[config.mk]
export PLATFORM = sky130hd
export DESIGN_NAME = mux16_rr_arbiter
export DESIGN_NICKNAME = d
export VERILOG_FILES = /design/src/rtl/mux16_rr_arbiter.sv
export SDC_FILE = /design/constraint.sdc
export NUM_CORES = 1
export LEC_CHECK = 0
export CAP_MARGIN = 20
export CORE_MARGIN = 4
export CORE_UTILIZATION = 40
export CTS_BUF_LIST = sky130_fd_sc_hd__clkbuf_4 sky130_fd_sc_hd__clkbuf_8 sky130_fd_sc_hd__clkbuf_16
export CTS_CLUSTER_SIZE = 16
export DETAILED_ROUTE_END_ITERATION = 10
export PLACE_DENSITY = 0.6
export SYNTH_ARGS = -nofsm -noshare
export SYNTH_HDL_FRONTEND = slang
export SYNTH_SLANG_ARGS = --single-unit
[constraint.sdc]
create_clock -name clk -period 4.3 [get_ports clk]
set_input_delay 1.29 -clock clk [delete_from_list [all_inputs] [get_ports clk]]
set_output_delay 1.29 -clock clk [all_outputs]
set_load 0.1 [all_outputs]
[src/rtl/mux16_rr_arbiter.sv]
// rtl/mux16_rr_arbiter.sv - round-robin arbiter and select sequencer for a shared 16:1 bit mux
// Optional feature macro: MUX16_ARB_BURST_LIMIT_EN (forces release after MAX_BURST grant cycles)
module mux16_rr_arbiter #(
  parameter int MAX_BURST = 8
) (
  input  logic        clk,
  input  logic        rst,
  input  logic [15:0] req,
  input  logic [15:0] in,
  output logic [15:0] gnt,
  output logic [3:0]  sel,
  output logic        valid,
  output logic        out
);

  localparam logic [0:0] IDLE  = 1'b0;
  localparam logic [0:0] GRANT = 1'b1;

  localparam logic [7:0] BURST_MAX = 8'(MAX_BURST);

  logic [0:0]  state_q, state_d;
  logic [3:0]  ptr_q, ptr_d;
  logic [7:0]  cnt_q, cnt_d;
  logic [3:0]  sel_q, sel_d;
  logic [15:0] gnt_q, gnt_d;

  logic [3:0]  search_start;
  logic [4:0]  pick;
  logic        burst_done;
  logic        hold;

  // First set request bit scanning start, start+1, ... mod 16; {found, index}.
  function automatic logic [4:0] rr_pick(input logic [3:0] start, input logic [15:0] r);
    logic [4:0] res;
    logic [3:0] idx;
    res = '0;
    for (int i = 15; i >= 0; i--) begin
      idx = start + i[3:0];
      if (r[idx]) res = {1'b1, idx};
    end
    return res;
  endfunction

`ifdef MUX16_ARB_BURST_LIMIT_EN
  assign burst_done = (cnt_q == BURST_MAX);
`else
  assign burst_done = 1'b0;
`endif

  // While granting, searching from c+1 puts the current grantee last in line.
  assign search_start = (state_q == GRANT) ? sel_q + 4'd1 : ptr_q;
  assign pick         = rr_pick(search_start, req);
  assign hold         = (state_q == GRANT) && req[sel_q] && !burst_done;

  // Next-state: continue the current grant, hand over with no bubble, or fall idle.
  always_comb begin
    state_d = state_q;
    ptr_d   = ptr_q;
    cnt_d   = cnt_q;
    sel_d   = sel_q;
    gnt_d   = gnt_q;
    if (hold) begin
`ifdef MUX16_ARB_BURST_LIMIT_EN
      cnt_d = cnt_q + 8'd1;
`else
      // Hold is unbounded here; saturate so the counter never wraps.
      cnt_d = (cnt_q == BURST_MAX) ? cnt_q : cnt_q + 8'd1;
`endif
    end else if (pick[4]) begin
      state_d = GRANT;
      sel_d   = pick[3:0];
      gnt_d   = 16'd1 << pick[3:0];
      cnt_d   = 8'd1;
      ptr_d   = pick[3:0] + 4'd1;
    end else if (state_q == GRANT) begin
      state_d = IDLE;
      sel_d   = 4'd0;
      gnt_d   = 16'd0;
      cnt_d   = 8'd0;
    end
  end

  // State registers with synchronous active-high reset; a reset drops any live grant.
  always_ff @(posedge clk) begin
    if (rst) begin
      state_q <= IDLE;
      ptr_q   <= 4'd0;
      cnt_q   <= 8'd0;
      sel_q   <= 4'd0;
      gnt_q   <= 16'd0;
    end else begin
      state_q <= state_d;
      ptr_q   <= ptr_d;
      cnt_q   <= cnt_d;
      sel_q   <= sel_d;
      gnt_q   <= gnt_d;
    end
  end

  assign gnt   = gnt_q;
  assign sel   = sel_q;
  assign valid = |gnt_q;
  assign out   = valid & in[sel_q];

endmodule

# ---- Yosys cells after proc, flatten, opt, wreduce, memory -nomap -nowiden
# Index checks and enable logic that the tools add are counted.
# Widths: inputs -> output; s select.
dict set report op_classes {
  n_addsub 17
  order_cmp 17
  n_shift 1
  n_mux 58
  n_bitwise 2
  reduce_logical 5
}
# operator n
set op_table {}
lappend op_table {{$lt 4x5->1 const B} 17}
lappend op_table {{$mux 5} 16}
lappend op_table {{$bmux 1 s4} 18}
lappend op_table {{$add 4x4->4 const B} 8}
lappend op_table {{$mux 16} 2}
lappend op_table {{$mux 1} 19}
lappend op_table {{$add 4x3->4 const B} 4}
lappend op_table {{$reduce_or 16->1} 1}
lappend op_table {{$shl 1x4->16 const A} 1}
lappend op_table {{$add 4x1->4 const B} 3}
lappend op_table {{$mux 4} 3}
lappend op_table {{$add 4x2->4 const B} 2}
lappend op_table {{$reduce_and 2->1} 2}
lappend op_table {{$reduce_bool 2->1} 1}
lappend op_table {{$and 1x1->1} 1}
lappend op_table {{$logic_and 1x1->1} 1}
lappend op_table {{$not 1->1} 1}
dict set report totals {
  register_bits 25
  inputBits 34
  output_inout_bits 22
  wordCells 104
}

# ---- Longest topological paths before layout
dict set report logic_depth {
  ltp_word 23
  ltp_mapped 20
  ltp_nobuf 17
}

# ---- Worst setup path after synthesis
# OpenSTA, ideal clock, no wires.
dict set report synth_timing {
  path_kind {register -> register}
  start {register sel_q[0], in the netlist sel[0]}
  end {register gnt_q[11], in the netlist gnt[11]}
  setup_time_ns 0.071
  t_arrival_ns 5.221
  required_time_ns 4.229
  setup_slack_ns -0.991
  path_stages_with_launch 16
  path_buffers 1
  synth_period_minus_slack_ns 5.291
  cell_sequence {dfxtp_1 > ha_1 > mux2_2 > inv_1 > buf_1 > ha_1 > inv_1 > xnor2_4 > mux4_2 > mux2_4 > o311a_1 > o21a_1 > o31a_1 > or3_4 > or4_1 > a21oi_1}
}
dict set report synth_via {
  elab_chain_cells 23
  elab_cells_between_ends 73
  classes_between {add/sub: 16; shift: 1; mux: 52; bitwise: 1; reduce/logical: 3}
}
# element line_no
set synth_rtl {}
lappend synth_rtl {{from (decl)} 24} ;# logic [3:0] sel_q, sel_d;
lappend synth_rtl {{from (signal assigned)} 95} ;# sel_q <= sel_d;
lappend synth_rtl {{$add 4x1->4} 51} ;# assign search_start = (state_q == GRANT) ? sel_q + 4'd1 : ptr_q;
lappend synth_rtl {{$mux 4} 51}
lappend synth_rtl {{$add 4x4->4} 38} ;# idx = start + i[3:0];
lappend synth_rtl {{$bmux 1 s4} 39} ;# if (r[idx]) res = {1'b1, idx};
lappend synth_rtl {{$mux 1 (not written as such)} 39}
lappend synth_rtl {{$mux 5 (16 in series)} 39}
lappend synth_rtl {{$shl 1x4->16 / $reduce_bool 2->1 (equally long branches)} --}
lappend synth_rtl {{$mux 16 / $reduce_and 2->1 (equally long branches)} --}
lappend synth_rtl {{to (signal assigned)} 96} ;# gnt_q <= gnt_d;
lappend synth_rtl {{to (decl)} 25} ;# logic [15:0] gnt_q, gnt_d;
# Parallel ways exist; a longest one is shown, timed or not. The select of a mux whose other input is x is not followed.
# A chain may end at the register's enable or synchronous reset.

# ---- Worst setup path in the final report
dict set report layout_timing {
  start {input in[7]}
  end {output out}
}
dict set report layout_via {
  elab_chain_cells 3
}
# element line_no
set layout_rtl {}
lappend layout_rtl {{from (decl)} 9} ;# input logic [15:0] in,
lappend layout_rtl {{$bmux 1 s4} 103} ;# assign out = valid & in[sel_q];
lappend layout_rtl {{$mux 1 (not written as such)} 103}
lappend layout_rtl {{$and 1x1->1} 103}
lappend layout_rtl {{to (decl)} 13} ;# output logic out
# No other way between the ends. The select of a mux whose other input is x is not followed.

==> results.md <==
- CTS Hold Bufs: 0
- Worst Setup Start Kind: primary input
- CTS Sinks: 25
- Chip height: 106 um
- Drt drc: 0
- Largest net degree at the start of global routing: 26
- DR iter-0 viols: about 220
- Ys flop type: dfxtp_1
- Max clock buf depth: 2
- Post-synthesis simple-gate area fraction: a little over a fifth
- DP Worst Slack: -439 ps
- Initial antenna violation count: 0
- Period utilization: 99.3%
- Status: complete, no violations
- Synth warn: 0
- Total GRT Usage: between 20% and 30%
- # rows: 35
- Final HPWL DP: 10700 um
- Seq. cell area: just over 500 um^2
- Proportion of layout cells with a drive suffix above 1: around 36%
- Post-synthesis cell area: between 0.003 and 0.004 mm^2
- Post-synthesis mux area share: 32.8%
- First-pass DRT Iterations: 5
- Clock root buffer: clkbuf_8
- Diode count: 0
- First-pass GRT wire length: about 21000 um
- Final hold vios: 0
- Max-slew violation count: 0
- Synth cell types: 79
- Final core occ: between 50% and 60%
- CTS tree: yes
- Fill count: 824
- Via density per instance: roughly 6.0
- Maxcap violations: 0
- Arrival @ worst endpoint: a little under 3000 ps
- Wire per inst: about 19 um
- Register bit total from synthesis: 25
- CTS H-tree lvls: 1
- Ys async rst share: 0%
- Main combinational cell family by area after synthesis: multiplexers
- Synth Area in Compound Gates: approximately 20%
- Commonest non-fill, non-tap cell in the layout: buf_4
- TritonCTS buffer count: 3
- Vias in the first global route: between 3000 and 4000
- Setup CP Type: primary input to primary output
- Seq/Total Area, Yosys: a little over an eighth
- Clock transition at path regs: 90 ps
- XOR/XNOR Fraction of Synth Area: under 10%
- Die area: approximately 0.011 mm^2
- Syn Area/Cell: between 8 and 9 um^2
- Hold WC Path Type: register to register
- Buffers on Ports: 55
- Commonest non-fill, non-tap cells in the layout: buf_4 (95), nor2_1 (37), clkdlybuf4s50_1 (37)
- Final setup fails: 0
- Unrepaired setup endpoints after global routing: yes
- Post-synth EDFFs: 0
- Nets@finish: ~600
- Vias after detailed routing: around 4100
- Final worst slack: 28.6 ps
- Fmax: 234 MHz
- Slew @ Worst Pin: about 970 ps
- CP Capture Type: primary output
- Core area: around 0.0092 mm^2
- Worst-Skew Late Latency: ~260 ps
- Worst slew margin: approximately a third
- Routed WL: 13300 um
- Syn nets: around 470
- Critical path peak fanout: 1
- Die width: ~110 um
- Gr ovfl total: 0
- RD Place Congestion: 0.980
- Tmin final: 4270 ps
- Area delta synth->final: 41.1%
- Post-Synth Adder-Cell Area: between 2 and 3%
- Post-synthesis cell count: 427
- Area of the multi-input gates: approximately 0.0033 mm^2
- Req. time, crit path: between 3000 and 4000 ps
- Antenna Violating Nets Remaining: 0
- Worst Skew: between 4 and 5 ps
- Initial cell density of the core: ~41%
- IO Count: 56
Yosys cell counts, types with 4 or more instances:
cell type / number / area, um^2
inv_1: 7 / 26.3
xnor2_1: 10 / 87.6
buf_6: 6 / 67.6
nor2b_1: 7 / 43.8
and2_1: 12 / 75.1
nand3_1: 16 / 80.1
a22oi_1: 14 / 105
mux2_2: 13 / 146
mux4_2: 28 / 631
nor2_1: 39 / 146
mux2_1: 7 / 78.8
a211oi_1: 5 / 37.5
o21ai_0: 21 / 105
mux2i_2: 4 / 55.1
buf_2: 10 / 50.1
clkbuf_1: 9 / 33.8
nor3_1: 13 / 65.1
ha_1: 8 / 100
o211ai_1: 5 / 37.5
a21o_1: 4 / 30.0
o21a_1: 4 / 30.0
nand2_1: 29 / 109
dfxtp_1: 25 / 500
nor4_1: 5 / 31.3
nor3b_1: 4 / 30.0
mux2i_1: 25 / 250
a21oi_1: 19 / 95.1
logic make-up (layout without fill, tap and decap cells):
logic type                 count (synthesis)  in the layout
muxes                                     81             81
buffers and inverters                     37            168
adders and majority gates                  8              8
DFF                                       25             25
and+or+nand+nor                          150            150
xor gates and xnor gates                  15             15
AOI/OAI and AO/OA                        111            111
cell type report:
| cell class | instances | area share (%) |
|---|---|---|
| multi-input cells | 365 | 60.7 |
| repair buffers | 155 | 25.1 |
| flip-flops and latches | 25 | 9.56 |
| well taps | 129 | 3.00 |
| inverters | 9 | 0.814 |
| clock buffers | 3 | 0.768 |
| clock inverters | 1 | 0.116 |
metrics by stage:
stage	hold slack, ps	instances	area [um^2]	setup TNS [ps]
after global routing	509	687	5380	-52.3
after detailed placement	473	674	5140	-7780
after floorplan	485	427	3880	0
final	485	687	5380	0
after global placement	473	674	5140	-6900
after CTS	485	679	5220	0
metal layers:
metal / wire (um) / track usage, %
met1: 5770 / 33.1
met2: 6350 / 38.1
met3: 825 / 2.94
met4: 327 / 5.64
met5: 0 / 0
worst paths after layout:
path,slack [ps],cells after the start,start,endpoint
hold reg to reg,480,2,gnt[10],gnt[10]
setup / recovery,30,5,in[7],out
setup reg to reg,120,14,sel[1],gnt[11]
hold / removal,480,2,gnt[10],gnt[10]
critical path, cell delays in order:
cell and delay (ps):
clkdlybuf4s50_1 400, mux4_2 460, mux4_2 490, and2_4 170, buf_12 160
sequential cells by signal, indices dropped and copies added, names as in the netlist:
name and flops:
gnt 16, state_q 1, sel 4, ptr_q 4
timing repair:
item	in CTS	in global routing
gates resized for setup	24	24
pin swaps	0	5
buffers inserted	1	8
setup endpoints to repair	20	21
hold endpoints to repair	0	0
Power is not shown: default switching activity piles up to over one toggle a cycle in this logic, so the estimate is an artifact.
